`config.mk`:
```
export PLATFORM = sky130hd
export DESIGN_NAME = chirp_sequencer
export DESIGN_NICKNAME = d
export VERILOG_FILES = /design/src/rtl/chirp_sequencer.sv
export SDC_FILE = /design/constraint.sdc
export NUM_CORES = 1
export LEC_CHECK = 0
export CORE_ASPECT_RATIO = 2
export CORE_MARGIN = 5
export CORE_UTILIZATION = 56
export DETAILED_ROUTE_END_ITERATION = 6
export GPL_TIMING_DRIVEN = 0
export PLACE_DENSITY = 0.95
export SLEW_MARGIN = 15
export SYNTH_ARGS = -nofsm -noshare
export SYNTH_HDL_FRONTEND = slang
export SYNTH_SLANG_ARGS = --single-unit
export TNS_END_PERCENT = 10
```
`constraint.sdc`:
```
create_clock -name clk -period 5.4 [get_ports clk]
set_input_delay 0.54 -clock clk [delete_from_list [all_inputs] [get_ports clk]]
set_output_delay 0.54 -clock clk [all_outputs]
set_load 0.05 [all_outputs]
```
`src/rtl/chirp_sequencer.sv`:
```
// Per-chirp acquisition scheduler: aligns FIR samples to ADF ramps and ping-pongs full buffers to the FFT.
// Optional ramp watchdog with sticky ramp_timeout output: define CHIRP_SEQ_TIMEOUT_EN.
module chirp_sequencer #(
  parameter int SAMPLES_PER_CHIRP = 1024,
  parameter int SETTLE_SAMPLES    = 8,
  parameter int CHIRPS_PER_FRAME  = 16,
  parameter int TIMEOUT_CYCLES    = 100000,
  parameter int AW                = $clog2(SAMPLES_PER_CHIRP),
  parameter int CW                = $clog2(CHIRPS_PER_FRAME + 1)
) (
  input  logic          clk,
  input  logic          rst_n,
  input  logic          start,
  input  logic          adf_done,
  input  logic          ramp_start,
  input  logic          sample_valid,
  input  logic          proc_done,
  output logic          capture_en,
  output logic          wr_sel,
  output logic [AW-1:0] wr_addr,
  output logic          proc_start,
  output logic          proc_sel,
  output logic [CW-1:0] chirp_idx,
  output logic          frame_done,
  output logic          busy,
  output logic          overrun,
  output logic          short_chirp
`ifdef CHIRP_SEQ_TIMEOUT_EN
  ,
  output logic          ramp_timeout
`endif
);

  localparam int SW          = (SETTLE_SAMPLES > 1) ? $clog2(SETTLE_SAMPLES) : 1;
  localparam int SETTLE_LAST = (SETTLE_SAMPLES > 0) ? SETTLE_SAMPLES - 1 : 0;

  typedef enum logic [2:0] {
    S_IDLE,
    S_WAIT_ADF,
    S_WAIT_RAMP,
    S_SETTLE,
    S_CAPTURE
  } state_t;

  // With no settling samples a ramp goes straight to capture.
  localparam state_t S_ENTRY = (SETTLE_SAMPLES == 0) ? S_CAPTURE : S_SETTLE;

  state_t          state_q, state_d;
  logic            wr_sel_q, wr_sel_d;
  logic [AW-1:0]   wr_addr_q, wr_addr_d;
  logic [SW-1:0]   settle_cnt_q, settle_cnt_d;
  logic [CW-1:0]   chirp_idx_q, chirp_idx_d;
  logic [1:0]      full_q, full_d;
  logic            own_q, own_d;
  logic            proc_sel_q, proc_sel_d;
  logic            proc_start_q, proc_start_d;
  logic            frame_done_q, frame_done_d;
  logic            overrun_q, overrun_d;
  logic            short_chirp_q, short_chirp_d;
  logic [1:0]      clr_mask, full_clr, set_mask;
`ifdef CHIRP_SEQ_TIMEOUT_EN
  localparam int TW = (TIMEOUT_CYCLES > 1) ? $clog2(TIMEOUT_CYCLES) : 1;
  logic [TW-1:0]   to_cnt_q, to_cnt_d;
  logic            ramp_timeout_q, ramp_timeout_d;
  logic            to_expired;
  assign to_expired = (to_cnt_q == TW'(TIMEOUT_CYCLES - 1));
`endif

  // A proc_done releases the FFT's half before any completion in the same cycle is recorded.
  assign clr_mask   = (proc_done && own_q) ? (2'b01 << proc_sel_q) : 2'b00;
  assign full_clr   = full_q & ~clr_mask;
  assign capture_en = (state_q == S_CAPTURE) && sample_valid && adf_done && !ramp_start;

  always_comb begin
    state_d       = state_q;
    wr_sel_d      = wr_sel_q;
    wr_addr_d     = wr_addr_q;
    settle_cnt_d  = settle_cnt_q;
    chirp_idx_d   = chirp_idx_q;
    overrun_d     = overrun_q;
    short_chirp_d = short_chirp_q;
    frame_done_d  = 1'b0;
    set_mask      = 2'b00;
`ifdef CHIRP_SEQ_TIMEOUT_EN
    ramp_timeout_d = ramp_timeout_q;
    to_cnt_d       = '0;
    if (state_q == S_WAIT_RAMP && !ramp_start && !to_expired)
      to_cnt_d = to_cnt_q + TW'(1);
`endif

    case (state_q)
      S_IDLE: begin
        if (start) begin
          state_d     = S_WAIT_ADF;
          chirp_idx_d = '0;
        end
      end
      S_WAIT_ADF: begin
        if (adf_done) state_d = S_WAIT_RAMP;
      end
      S_WAIT_RAMP: begin
        if (!adf_done) begin
          state_d = S_WAIT_ADF;
        end else if (ramp_start) begin
          if (full_clr[wr_sel_q]) begin
            overrun_d = 1'b1;
          end else begin
            state_d      = S_ENTRY;
            wr_addr_d    = '0;
            settle_cnt_d = '0;
          end
        end
`ifdef CHIRP_SEQ_TIMEOUT_EN
        else if (to_expired) begin
          state_d        = S_WAIT_ADF;
          ramp_timeout_d = 1'b1;
        end
`endif
      end
      S_SETTLE, S_CAPTURE: begin
        if (!adf_done) begin
          state_d      = S_WAIT_ADF;
          wr_addr_d    = '0;
          settle_cnt_d = '0;
        end else if (ramp_start) begin
          short_chirp_d = 1'b1;
          state_d       = S_ENTRY;
          wr_addr_d     = '0;
          settle_cnt_d  = '0;
        end else if (state_q == S_SETTLE) begin
          if (sample_valid) begin
            if (settle_cnt_q == SW'(SETTLE_LAST)) begin
              state_d      = S_CAPTURE;
              settle_cnt_d = '0;
            end else begin
              settle_cnt_d = settle_cnt_q + SW'(1);
            end
          end
        end else if (capture_en) begin
          wr_addr_d = wr_addr_q + AW'(1);
          if (wr_addr_q == AW'(SAMPLES_PER_CHIRP - 1)) begin
            set_mask[wr_sel_q] = 1'b1;
            wr_sel_d           = ~wr_sel_q;
            chirp_idx_d        = chirp_idx_q + CW'(1);
            if (chirp_idx_q == CW'(CHIRPS_PER_FRAME - 1)) begin
              state_d      = S_IDLE;
              frame_done_d = 1'b1;
            end else begin
              state_d = S_WAIT_RAMP;
            end
          end
        end
      end
      default: state_d = S_IDLE;
    endcase
  end

  // FFT handoff: grant the oldest full half whenever the FFT is (or is becoming) free.
  always_comb begin
    full_d       = full_clr | set_mask;
    own_d        = own_q && !proc_done;
    proc_sel_d   = proc_sel_q;
    proc_start_d = 1'b0;
    if (!own_d && (|full_d)) begin
      proc_start_d = 1'b1;
      own_d        = 1'b1;
      proc_sel_d   = (&full_d) ? wr_sel_d : full_d[1];
    end
  end

  always_ff @(posedge clk) begin
    if (!rst_n) begin
      state_q       <= S_IDLE;
      wr_sel_q      <= 1'b0;
      wr_addr_q     <= '0;
      settle_cnt_q  <= '0;
      chirp_idx_q   <= '0;
      full_q        <= 2'b00;
      own_q         <= 1'b0;
      proc_sel_q    <= 1'b0;
      proc_start_q  <= 1'b0;
      frame_done_q  <= 1'b0;
      overrun_q     <= 1'b0;
      short_chirp_q <= 1'b0;
    end else begin
      state_q       <= state_d;
      wr_sel_q      <= wr_sel_d;
      wr_addr_q     <= wr_addr_d;
      settle_cnt_q  <= settle_cnt_d;
      chirp_idx_q   <= chirp_idx_d;
      full_q        <= full_d;
      own_q         <= own_d;
      proc_sel_q    <= proc_sel_d;
      proc_start_q  <= proc_start_d;
      frame_done_q  <= frame_done_d;
      overrun_q     <= overrun_d;
      short_chirp_q <= short_chirp_d;
    end
  end

`ifdef CHIRP_SEQ_TIMEOUT_EN
  always_ff @(posedge clk) begin
    if (!rst_n) begin
      to_cnt_q       <= '0;
      ramp_timeout_q <= 1'b0;
    end else begin
      to_cnt_q       <= to_cnt_d;
      ramp_timeout_q <= ramp_timeout_d;
    end
  end
  assign ramp_timeout = ramp_timeout_q;
`endif

  assign wr_sel      = wr_sel_q;
  assign wr_addr     = wr_addr_q;
  assign proc_start  = proc_start_q;
  assign proc_sel    = proc_sel_q;
  assign chirp_idx   = chirp_idx_q;
  assign frame_done  = frame_done_q;
  assign busy        = (state_q != S_IDLE);
  assign overrun     = overrun_q;
  assign short_chirp = short_chirp_q;

endmodule

```
==> results of run 1 <==
where the power goes:
group	leakage (nW)	switching, mW	total, mW	internal [mW]
clock	0.0579	0.0890	0.225	0.136
combinational	0.474	0.148	0.228	0.0798
sequential	0.242	0.0161	0.249	0.233
placed cells by master (no fill, tap or decap), drive strengths merged, types with 3 or more instances in the layout:
cell type / Yosys / routed
a31oi: 7 / 7
or3: 3 / 3
nor2: 18 / 18
a21oi: 15 / 15
nor3: 8 / 8
o21a: 3 / 3
a311oi: 3 / 3
nand3: 14 / 14
nor2b: 3 / 3
ha: 7 / 7
nand2b: 4 / 4
clkdlybuf4s50: 0 / 27
mux2i: 5 / 5
inv: 8 / 8
and3: 5 / 5
nand2: 24 / 24
o21ai: 15 / 15
clkbuf: 9 / 14
dfxtp: 30 / 30
per-layer routing:
layer / track usage / wire, um / vias to the layer above
met3: 0.0573 / 243 / 11
met5: 0 / 0 / -
met1: 0.227 / 1760 / 863
met4: 0.137 / 101 / 0
met2: 0.395 / 2530 / 86
li1: - / - / 865
cells by family (layout without fill, tap and decap cells):
logic type / count (synthesis) / after routing / share of synthesized area
and+or+nand+nor: 95 / 95 / 0.284
AOI/OAI and AO/OA: 60 / 60 / 0.241
DFF: 30 / 30 / 0.348
buffers and inverters: 17 / 52 / 0.0370
adders and majority gates: 7 / 7 / 0.0508
muxes: 5 / 5 / 0.0290
xor gates and xnor gates: 2 / 2 / 0.0102
final cells by class:
cell class	instances	area, um2	area share
clock inverters	3	40.0	0.0187
plain buffers	9	33.8	0.0158
flip-flops and latches	30	601	0.280
clock buffers	5	68.8	0.0321
repair buffers	27	270	0.126
inverters	8	30.0	0.0140
multi-input cells	169	1060	0.495
well taps	30	37.5	0.0175
flip-flops by register name (all words and copies together) (netlist names):
name and cells:
settle_cnt_q 3, proc_start 1, overrun 1, wr_addr 10, full_q 2, wr_sel 1
own_q 1, proc_sel 1, chirp_idx 5, frame_done 1, state_q 3, short_chirp 1
metrics by stage:
step | setup slack (ps) | power [mW]
2_1_floorplan | 3160 | 0.421
3_3_place_gp | 2260 | 0.473
3_5_place_dp | 2250 | 0.478
4_1_cts | 2240 | 0.700
5_1_grt | 2170 | 0.738
6_report | 2210 | 0.701
critical path, cell delays in order:
cell and delay [ps]:
clkdlybuf4s50_1 560, and3b_1 210, nand2_1 250, inv_2 260
clkdlybuf4s50_1 830
worst paths after layout:
kind                                                      to  slack, ps
worst min-delay path            settle_cnt_q[1]$_SDFFE_PN0P_        480
worst min register to register  settle_cnt_q[1]$_SDFFE_PN0P_        480
worst max register to register         proc_sel$_SDFFE_PN0P_       3210
worst max-delay path                              capture_en       2210
==> results by group, run 1 <==
Clock tree
  – Hold Buf Count CTS: 0
  – Post-CTS sizing: 0
  – H-tree depth: 2
  – Clock latency of the later-clocked register in the worst-skew pair: between 200 and 300 ps
  – Setup bufs post-CTS: 0
  – Max Root-Sink Buffers: 2
  – Total CTS buffers: 5
  – Clock Pin Slew Worst Setup and Hold Paths: roughly 70 ps
  – TritonCTS Sinks: 30
  – CTS tree: built
  – Clock root buffer: clkbuf_8

Worst setup path
  – CP arrival: 2650 ps
  – Setup crit start: sample_valid
  – Critical Path Sink Type: primary output
  – FF-to-FF Start: wr_addr[0]$_SDFFE_PN0P_
  – Startpoint types: primary input
  – Reg2reg path depth: 7
  – CP max FO: 10
  – Crit Path Class: primary input to primary output
  – Worst endpoint required time: ~4900 ps

Global routing
  – Tot GR Track Use: 0.222
  – Vias in the first global route: around 1700
  – Grt ovf: 0
  – Initial antenna violation count: 0
  – Largest net degree at the start of global routing: 11
  – Global-route wire length before repair: slightly below 8 mm

Die
  – # rows: 28
  – IO Pins: 30
  – Initial Utilization: 0.579
  – Die extent in x: ~49 um
  – Die span in y: 88.5 um
  – Core area: around 3000 um2
  – Die area: 4360 um2

Placement
  – Final HPWL from detailed placement: 3.38 mm
  – Dpl cells: around 270
  – PortBufs: 27
  – RD Place Congestion: 0.981
  – Dpl cell area: 2030 um2

Power and ir drop
  – PwrDens: around 330 nW/um2
  – Maximum VDD drop: around 0.21 mV
  – Leak: around 0.77 nW

Drt
  – Initial drt markers: slightly below 60
  – Final WL: between 4 and 5 mm
  – DRC viols: 0
  – Routed via count: about 1800
  – Antenna Nets Post-Route: 0
  – Via density: ~6.5
  – WL/cell: 16.5 um
  – DRT Pass-1 Iters: 4

Yosys
  – Mapped cell area: 1730 um2
  – Top cells by count, synth: dfxtp_1, nand2_1, nor2_1, a21oi_1, nand3_1
  – Ys async rst share: 0
  – Synthesized net count: 230
  – Sequential cell area fraction in the yosys report: 0.348
  – Main area contributors after synthesis: dfxtp_1, nand2_1, ha_1
  – Top_reg_cell synth: dfxtp_1
  – Synth top area share: 0.348
  – Area leader, netlist: dfxtp_1
  – Synthesized area per cell: 7.99 um2
  – Synthesis-stage register bit count: 30
  – Mapped Cells: ~220
  – Post-synth EDFFs: 0
  – Yosys cell types: 48
  – Cell with the most instances after synthesis: dfxtp_1
  – Yosys warning count: 0

Worst hold path
  – Hold WC Path Type: flop to flop
  – Hold Path Stages: 2
  – Hold Crit Start: settle_cnt_q[1]$_SDFFE_PN0P_

STA
  – Sum Neg Setup Slack: 0 ps
  – Slew Limit Headroom: 0.509
  – Final Hold Slack: between 400 and 500 ps
  – Least-Margin Pin Slew: about 740 ps
  – RSZ-0062 raised after global routing: no
  – Max Slew Vio Count: 0
  – Final setup violation count: 0
  – Worst clock skew: between 8 and 9 ps
  – Fmax: 313 MHz
  – Part of the cycle the worst path needs: 0.591
  – Final Critical Period: about 3200 ps
  – Final hold vios: 0

Layout
  – Share of layout cells above drive strength 1: 0.0558
  – Post-layout net count: approximately 260
  – Antenna cells: 0
  – Area Overhead vs Synth: 24.1%
  – Final Cell Area: between 2000 and 2500 um2
  – Post-route core utilization: 0.719
  – Fill count: about 220
  – Layout Cells excl Fill: 281

Run status
  – Status: finished, final reports clean

Run
  – Maxcap violations: 0
No activity file was read; power rests on OpenSTA's default activity.
==> run 2, diff against run 1 <==
--- a/config.mk
+++ b/config.mk
@@ -7,10 +7,10 @@
 export LEC_CHECK = 0
 export CORE_ASPECT_RATIO = 2
 export CORE_MARGIN = 5
-export CORE_UTILIZATION = 56
+export CORE_UTILIZATION = 47
 export DETAILED_ROUTE_END_ITERATION = 6
 export GPL_TIMING_DRIVEN = 0
-export PLACE_DENSITY = 0.95
+export PLACE_DENSITY = 0.86
 export SLEW_MARGIN = 15
 export SYNTH_ARGS = -nofsm -noshare
 export SYNTH_HDL_FRONTEND = slang
==> constraint.sdc (replaced) <==
create_clock -name clk -period 2.6 [get_ports clk]
set_input_delay 0.26 -clock clk [delete_from_list [all_inputs] [get_ports clk]]
set_output_delay 0.26 -clock clk [all_outputs]
set_load 0.05 [all_outputs]
==> run 2 against run 1 <==
Effect of this change:
- first-iteration DRC count down 26%
- total power up 98%
- routed wire length down 1.6%
- critical path type is now flop to primary output
- highest routed layer unchanged
==> results by group, run 2 (synthesized netlist as in run 1, its figures left out) <==
Run status
  – Status: finished, final reports clean

STA
  – Max Slew Vio Count: 0 (unchanged)
  – RSZ-0062 raised after global routing: no
  – Final hold vios: 0 (unchanged)
  – Final setup violation count: 0 (unchanged)
  – Least-Margin Pin Slew: 777 ps (+40.8 ps)
  – Sum Neg Setup Slack: 0 ps (unchanged)
  – Final Critical Period: around 2400 ps
  – Fmax: approximately 420 MHz
  – Part of the cycle the worst path needs: 0.917
  – Slew Limit Headroom: 0.482 (-0.0272)
  – Worst clock skew: 10.7 ps (+1.78 ps)

Power and ir drop
  – Final Power: 1.39 mW (+98%)
  – Leak: 0.769 nW (-0.75%)
  – Maximum VDD drop: 0.399 mV (+88%)
  – PwrDens: 644 nW/um2 (+97%)

Worst setup path
  – CP max FO: 10 (unchanged)
  – Worst endpoint required time: 2340 ps (-2520 ps)
  – CP arrival: 2120 ps (-530 ps)
  – Critical Path Sink Type: primary output
  – Crit Path Class: flop to primary output
  – Startpoint types: flop

Global routing
  – Tot GR Track Use: 0.196 (-0.0265)
  – Largest net degree at the start of global routing: 11 (unchanged)
  – Grt ovf: 0 (unchanged)
  – Vias in the first global route: 1784 (+5.5%)
  – Initial antenna violation count: 0 (unchanged)
  – Global-route wire length before repair: 7.51 mm (-2.2%)

Die
  – Die area: 5060 um2 (+16%)
  – Die extent in x: 52.8 um (+7.3%)
  – Core area: 3610 um2 (+21%)
  – # rows: 31 (+11%)
  – Die span in y: 95.7 um (+8.1%)
  – Initial Utilization: 0.478 (-0.101)
  – IO Pins: 30 (unchanged)

Clock tree
  – Setup bufs post-CTS: 0 (unchanged)
  – TritonCTS Sinks: 30 (unchanged)
  – Hold Buf Count CTS: 0 (unchanged)
  – Total CTS buffers: 5 (unchanged)
  – Clock Pin Slew Worst Setup and Hold Paths: 70 ps (about the same)
  – Clock latency of the later-clocked register in the worst-skew pair: 290 ps (about the same)
  – Max Root-Sink Buffers: 2 (unchanged)
  – Post-CTS sizing: 1 (+1)
  – CTS tree: built
  – Clock root buffer: clkbuf_8
  – H-tree depth: 2 (unchanged)

Layout
  – Area Overhead vs Synth: 24.7%
  – Max FFs per register: 10 (unchanged)
  – Share of layout cells above drive strength 1: 0.0558 (unchanged)
  – Post-layout net count: 264 (unchanged)
  – Commonest non-fill, non-tap cell in the layout: dfxtp_1
  – Post-route core utilization: 0.596 (-0.123)
  – Most frequent cells in the layout: dfxtp_1, clkdlybuf4s50_1, nand2_1
  – Antenna cells: 0 (unchanged)

Placement
  – PortBufs: 27 (unchanged)
  – Final HPWL from detailed placement: 3.43 mm (+1.3%)
  – RD Place Congestion: 0.922 (-5.9%)

Drt
  – Antenna Nets Post-Route: 0 (unchanged)
  – DRC viols: 0 (unchanged)
  – Routed via count: 1765 (-3.3%)
  – WL/cell: 15.2 um (-7.8%)
  – Initial drt markers: 43 (-26%)
  – Via density: 5.88 (-9.4%)
  – Final WL: 4.57 mm (-1.6%)
  – DRT Pass-1 Iters: 4 (unchanged)

Run
  – Maxcap violations: 0 (unchanged)

Worst hold path
  – Hold WC Path Type: primary input to flop
-- run 2: cell types whose count changed in the layout (fill, tap and decap cells not counted), sizes merged --
cell and change:
clkdlybuf4s50 -1, bufinv -1, dlygate4sd2 +1, clkinvlp +1
clkbuf +1, clkinv -1
-- run 2: report_power, final --
group,internal (mW),leakage (nW),switching (mW)
Sequential,0.483,0.242,0.0338
Combinational,0.166,0.479,0.302
Clock,0.213,0.0472,0.189
-- run 2: path summary, 6_finish.rpt --
path | start | cells past startpoint | to | slack (ps)
setup / recovery | state_q[0]$_SDFFE_PN0P_ | 4 | capture_en | 220
hold reg to reg | overrun$_SDFFE_PN0P_ | 2 | overrun$_SDFFE_PN0P_ | 470
setup reg to reg | wr_addr[0]$_SDFFE_PN0P_ | 7 | proc_sel$_SDFFE_PN0P_ | 480
hold / removal | adf_done | 3 | short_chirp$_SDFFE_PN0P_ | 450
-- run 2: area by class of cell --
cell class | instances | area, um2
clock inverters | 2 | 12.5
clock buffers | 6 | 82.6
flip-flops and latches | 30 | 601
plain buffers | 9 | 33.8
well taps | 49 | 61.3
multi-input cells | 169 | 1060
fillers | 328 | 1460
repair buffers | 27 | 269
inverters | 8 | 30.0
-- run 2: per-stage QoR --
stage                     worst slack [ps]  hold WS [ps]  instances  cell area, um2
final                                  216           452        300            2150
after CTS                              233           457        300            2150
after detailed placement             0.382           460        292            2060
after global routing                  84.6           501        300            2150
after global placement                5.90           453        292            2060
after floorplan                        358           438        216            1730
-- run 2: critical path, stage by stage (launching register included) --
cell	delay (ps)
dfxtp_1	370
nor3b_2	340
nand2_1	320
inv_2	260
dlygate4sd2_1	550
-- run 2: per-layer routing --
layer | part of all wire | up-vias | GRT usage
li1 | - | 869 | -
met1 | 0.39 | 847 | 0.184
met2 | 0.56 | 40 | 0.377
met3 | 0.025 | 9 | 0.0297
met4 | 0.024 | 0 | 0.111
met5 | 0 | - | 0
==> patch 1, RTL diff (config.mk and constraints of run 1) <==
`wr_addr_q` no longer has a reset.
--- a/src/rtl/chirp_sequencer.sv
+++ b/src/rtl/chirp_sequencer.sv
@@ -174,3 +174,2 @@
       wr_sel_q      <= 1'b0;
-      wr_addr_q     <= '0;
       settle_cnt_q  <= '0;
@@ -187,3 +186,2 @@
       wr_sel_q      <= wr_sel_d;
-      wr_addr_q     <= wr_addr_d;
       settle_cnt_q  <= settle_cnt_d;
@@ -200,2 +198,6 @@
 
+  always_ff @(posedge clk) begin
+    wr_addr_q <= wr_addr_d;
+  end
+
 `ifdef CHIRP_SEQ_TIMEOUT_EN
Check against the original RTL: no difference found for any inputs over 10 cycles, from zero or initial values and one cycle with rst_n low; that may be too few to reach the edited logic, so the function may still have changed.
==> patch 1 against run 1 <==
Power up 14%. Sequential cell count unchanged. Clock skew down 0.0042 ns. Via count down 17%. Wire length down 15%. Synthesized area down 1.6%. Setup slack better by 0.13 ns. Design area down 1.2%. Global-route usage down 2.1 points. Combinational power up 39%.
==> patch 1: results (changes against run 1) <==
drt:
  avgRoutedWirePerCell_um: 15.62  # -5.3%
  drt_first_iter_violations: 39  # -33%
  vias: 1511  # -17%
  dr.pass1.iters: 4  # unchanged
clock_network:
  clkLatencyLatePin_ns: 0.28
  cts_setup_buffers: 0  # unchanged
  cts_max_path_buffers: 2  # unchanged
  htree_levels: 2  # unchanged
  cts_resized: 0  # unchanged
  ctsHoldBuffers: 0  # unchanged
  path_clk_slew_ns: 0.06
  cts_buffers: 5  # unchanged
  cts_root_buf: "clkbuf_8"
global_route:
  antenna_found_initial: 0  # unchanged
  grt_usage: 0.2010  # -0.02136
  grt_pass1_vias: 1576  # -6.8%
  grt_max_degree: 11  # unchanged
  grt_pass1_wl_um: 6727  # -12%
logic_synthesis:
  synth_edf_count: 10  # +10
  syn-num-nets: 201  # -13%
  yosysWarnings: 0  # unchanged
  synth_area_leaders: "dfxtp_1 (24%), edfxtp_1 (18%), ha_1 (5.2%), nand2_1 (4.4%), o21a_1 (3.5%)"
  synth_seq_area_share: 0.4127  # +0.06460
  synthTopCellsByCount: "dfxtp_1 (20), nand2_1 (20), nor2_1 (12), a21oi_1 (10), edfxtp_1 (10)"
  avgSynthCellArea_sq_um: 9.080  # +14%
  yosysUniqueCellTypes: 49  # +2.1%
  synth_ff_type: "dfxtp_1"
  synth-async-reset-ratio: 0  # unchanged
worst_setup_path:
  slowest_delay_ns: 0.83  # about the same
  cp_slowest_cell: "clkdlybuf4s50_1"
  crit_fanout: 6  # -4
  arrival_ns: 2.52  # -0.13 ns
timing:
  fin_skew_ns: 0.004717  # -0.004248 ns
  slew_headroom: 0.4726  # -0.03653
finish:
  layout-drive-gt1-share: 0.08520  # +0.02942
  nFillCells: 226  # +3.7%
  fin_nets: 237  # -10%
  syn_to_final_growth_pct: 24.69
  largest_reg_flops: 10  # unchanged
  antenna_cells: 0  # unchanged
  final_cells: 253  # -10%
power_and_ir_drop:
  p_leak_uw: 0.0007788  # +0.54%
  ir_worst_vdd_mv: 0.2449  # +16%
  power.switching_uw: 310.8  # +23%
placed_design:
  place_ws_ns: 2.385  # +0.1329 ns
  postPlaceCellArea_sq_um: 2031  # -0.12%
  place_congestion: 0.8012  # -18%
  dpl.hpwl_um: 3042  # -10%
  port_buffers: 29  # +7.4%
run_status:
  status: "finished, final reports clean"
worst_hold_path:
  hp-class: "flop to flop"
[patch 1: worst max-delay path, delay by kind of cell]
kind	cells	cell delay, ns
and+or+nand+nor	2	0.40
buffers and inverters	3	1.59
[patch 1: cell families after synthesis]
| logic type | share of synthesized area |
|---|---|
| AND/OR/NAND/NOR | 0.2447 |
| AO/OA/AOI/OAI | 0.2034 |
| flip-flops | 0.4127 |
| buffers and inverters | 0.04569 |
| XOR/XNOR | 0.03611 |
| adder cells (fa/ha/maj) | 0.05158 |
| multiplexers | 0.005896 |
[patch 1: metal layers]
layer | vias up | share of wire | track usage
li1 | 749 | - | -
met1 | 703 | 0.34 | 0.1601
met2 | 41 | 0.58 | 0.4071
met3 | 18 | 0.040 | 0.03066
met4 | 0 | 0.045 | 0.1569
met5 | - | 0 | 0
[patch 1: final timing paths]
| check | start | to | cells after the start | slack [ns] |
|---|---|---|---|---|
| worst max-delay path | sample_valid | capture_en | 5 | 2.34 |
| worst min-delay path | settle_cnt_q[2] | settle_cnt_q[2] | 2 | 0.46 |
| worst min register to register | settle_cnt_q[2] | settle_cnt_q[2] | 2 | 0.46 |
| worst max register to register | wr_sel | wr_addr[8] | 4 | 3.21 |
[patch 1: power groups by stage]
stage / Combinational (uW) / Clock (uW) / Sequential (uW)
6_report: 318 / 179 / 300
5_1_grt: 340 / 194 / 304
3_5_place_dp: 317 / 0 / 305
3_3_place_gp: 308 / 0 / 303
2_1_floorplan: 155 / 0 / 373
4_1_cts: 318 / 181 / 300
[patch 1: layout make-up]
type / instances / share of cell area
repair buffers: 29 / 0.1371
well taps: 30 / 0.01773
clock buffers: 7 / 0.04078
plain buffers: 12 / 0.02778
inverters: 5 / 0.008865
flip-flops and latches: 30 / 0.3310
multi-input cells: 140 / 0.4368
==> patch 2, RTL diff (config.mk and constraints of run 1) <==
Made on the original files. `SETTLE_SAMPLES`: 8 -> 16.
--- a/src/rtl/chirp_sequencer.sv
+++ b/src/rtl/chirp_sequencer.sv
@@ -4,3 +4,3 @@
   parameter int SAMPLES_PER_CHIRP = 1024,
-  parameter int SETTLE_SAMPLES    = 8,
+  parameter int SETTLE_SAMPLES    = 16,
   parameter int CHIRPS_PER_FRAME  = 16,
Check against the original RTL: no difference found for any inputs over 10 cycles, from zero or initial values and one cycle with rst_n low; that may be too few to reach the edited logic, so the function may still have changed.
==> patch 2 against run 1 <==
Hold slack got worse by 0.0040 ns. Critical path depth fell by 1. Design area rose by 2.0%. Synthesized area rose by 3.9%. Setup slack got worse by 0.044 ns. Sequential cell count rose by 1. Count of clock-buffer cells in the layout did not move. Cell count fell by 1.1%. Global-route usage rose by 0.40 points. Wire length rose by 3.8%. Utilization fell by 1.9 points. Largest cell class unchanged.
Power is not compared: it rests on default switching activity, and its combinational part moved more than twofold at a synthesized area within 25%.
==> patch 2: results (changes against run 1) <==
drt:
  wirelength_met1_um: 1733  # -1.8%
  viasPerCell: 6.608  # +1.7%
  wl_met2_um: 2636  # +4.2%
  routed.top_layer: "met4"
  drt_first_iter_violations: 78  # +34%
  wl_met3_um: 260  # +7.0%
  vias: 1837  # +0.66%
  routed_wl_um: 4812  # +3.8%
finish:
  nMultiInputCombCells: 166  # -1.8%
  buffers: 36  # unchanged
  layout-drive-gt1-share: 0.1053  # +0.04949
  fin_nets: 259  # -1.9%
  nonClkBufAreaFrac: 0.1483  # +0.006314
  seq_area_sq_um: 620.6  # +3.3%
  nFillCells: 256  # +17%
  clockNetworkAreaShare: 0.03835  # -0.01247
  multi_input_area_share: 0.5014  # +0.006100
  inverters_excl_clock: 6  # -2
placed_design:
  dpl.hpwl_um: 3543  # +4.7%
  place_congestion: 0.9363  # -4.5%
  dp_cells: 270  # -1.1%
  port_buffers: 27  # unchanged
global_route:
  grt_usage: 0.2263  # +0.003985
  use_met1: 0.2194  # -0.007626
  grt_max_degree: 11  # unchanged
  grt_util_met3: 0.05629  # -0.001044
  grt_pass1_vias: 1880  # +11%
  met2_usage: 0.3939  # -0.0009220
  grt_pass1_wl_um: 8224  # +7.0%
clock_network:
  htree_levels: 2  # unchanged
  cts_max_path_buffers: 2  # unchanged
  path_clk_slew_ns: 0.06
timing:
  slew_violations: 0  # unchanged
  worst_pin_slew_ns: 0.7466  # +0.01033 ns
  fin_skew_ns: 0.008100  # -0.0008651 ns
power_and_ir_drop:
  ir_worst_vdd_mv: 0.3001
  p_leak_uw: 0.0007419
logic_synthesis:
  yosysUniqueCellTypes: 57  # +19%
  synth_xor_area_frac: 0.009770  # -0.0003826
  synth_seq_cells: 31  # +3.3%
  synthTopCellsByCount: "dfxtp_1 (31), a21oi_1 (22), nor2_1 (18), nand2_1 (16), o21ai_0 (12)"
  yosysWarnings: 0  # unchanged
  synth_area_leaders: "dfxtp_1 (35%), a21oi_1 (6.1%), ha_1 (4.2%), nor2_1 (3.8%), o21ai_0 (3.3%)"
  synth.mux.area_fraction: 0.02303  # -0.005978
  avgSynthCellArea_sq_um: 8.457  # +5.9%
  syn-num-nets: 225  # -2.2%
  synth_seq_area_share: 0.3461  # -0.001951
  synth-compound-area-share: 0.2331  # -0.008402
  synth_edf_count: 0  # unchanged
  synth_fa_ha_area_frac: 0.04187  # -0.008891
worst_setup_path:
  crit_fanout: 5  # -5
  slowest_delay_ns: 0.93  # +0.10 ns
  arrival_ns: 2.70  # +0.05 ns
worst_hold_path:
  hp-class: "flop to flop"
run_status:
  status: "finished, final reports clean"
patch 2: stage by stage:
stage          total power (uW)  utilization  instance area (sq um)  hold slack (ns)  setup WS (ns)
6_report                  516.3       0.7005                   2186           0.4802          2.164
5_1_grt                   539.2       0.7005                   2186           0.5091          2.093
4_1_cts                   518.3       0.7005                   2186           0.4858          2.226
3_5_place_dp              341.5       0.6736                   2102           0.4625          2.203
3_3_place_gp              338.4       0.6736                   2102           0.4586          2.237
2_1_floorplan             313.0            -                   1793           0.4491          2.375
patch 2: worst max-delay path, delay by kind of cell:
| family | cells | cell delay (ns) |
|---|---|---|
| buffers and inverters | 3 | 1.62 |
| AND/OR/NAND/NOR | 1 | 0.53 |
patch 2: final timing paths:
path | slack, ns | start | cells past startpoint | endpoint
hold / removal | 0.48 | overrun | 1 | overrun
setup reg to reg | 3.06 | state_q[2] | 5 | settle_cnt_q[0]
hold reg to reg | 0.48 | overrun | 1 | overrun
setup / recovery | 2.16 | sample_valid | 4 | capture_en
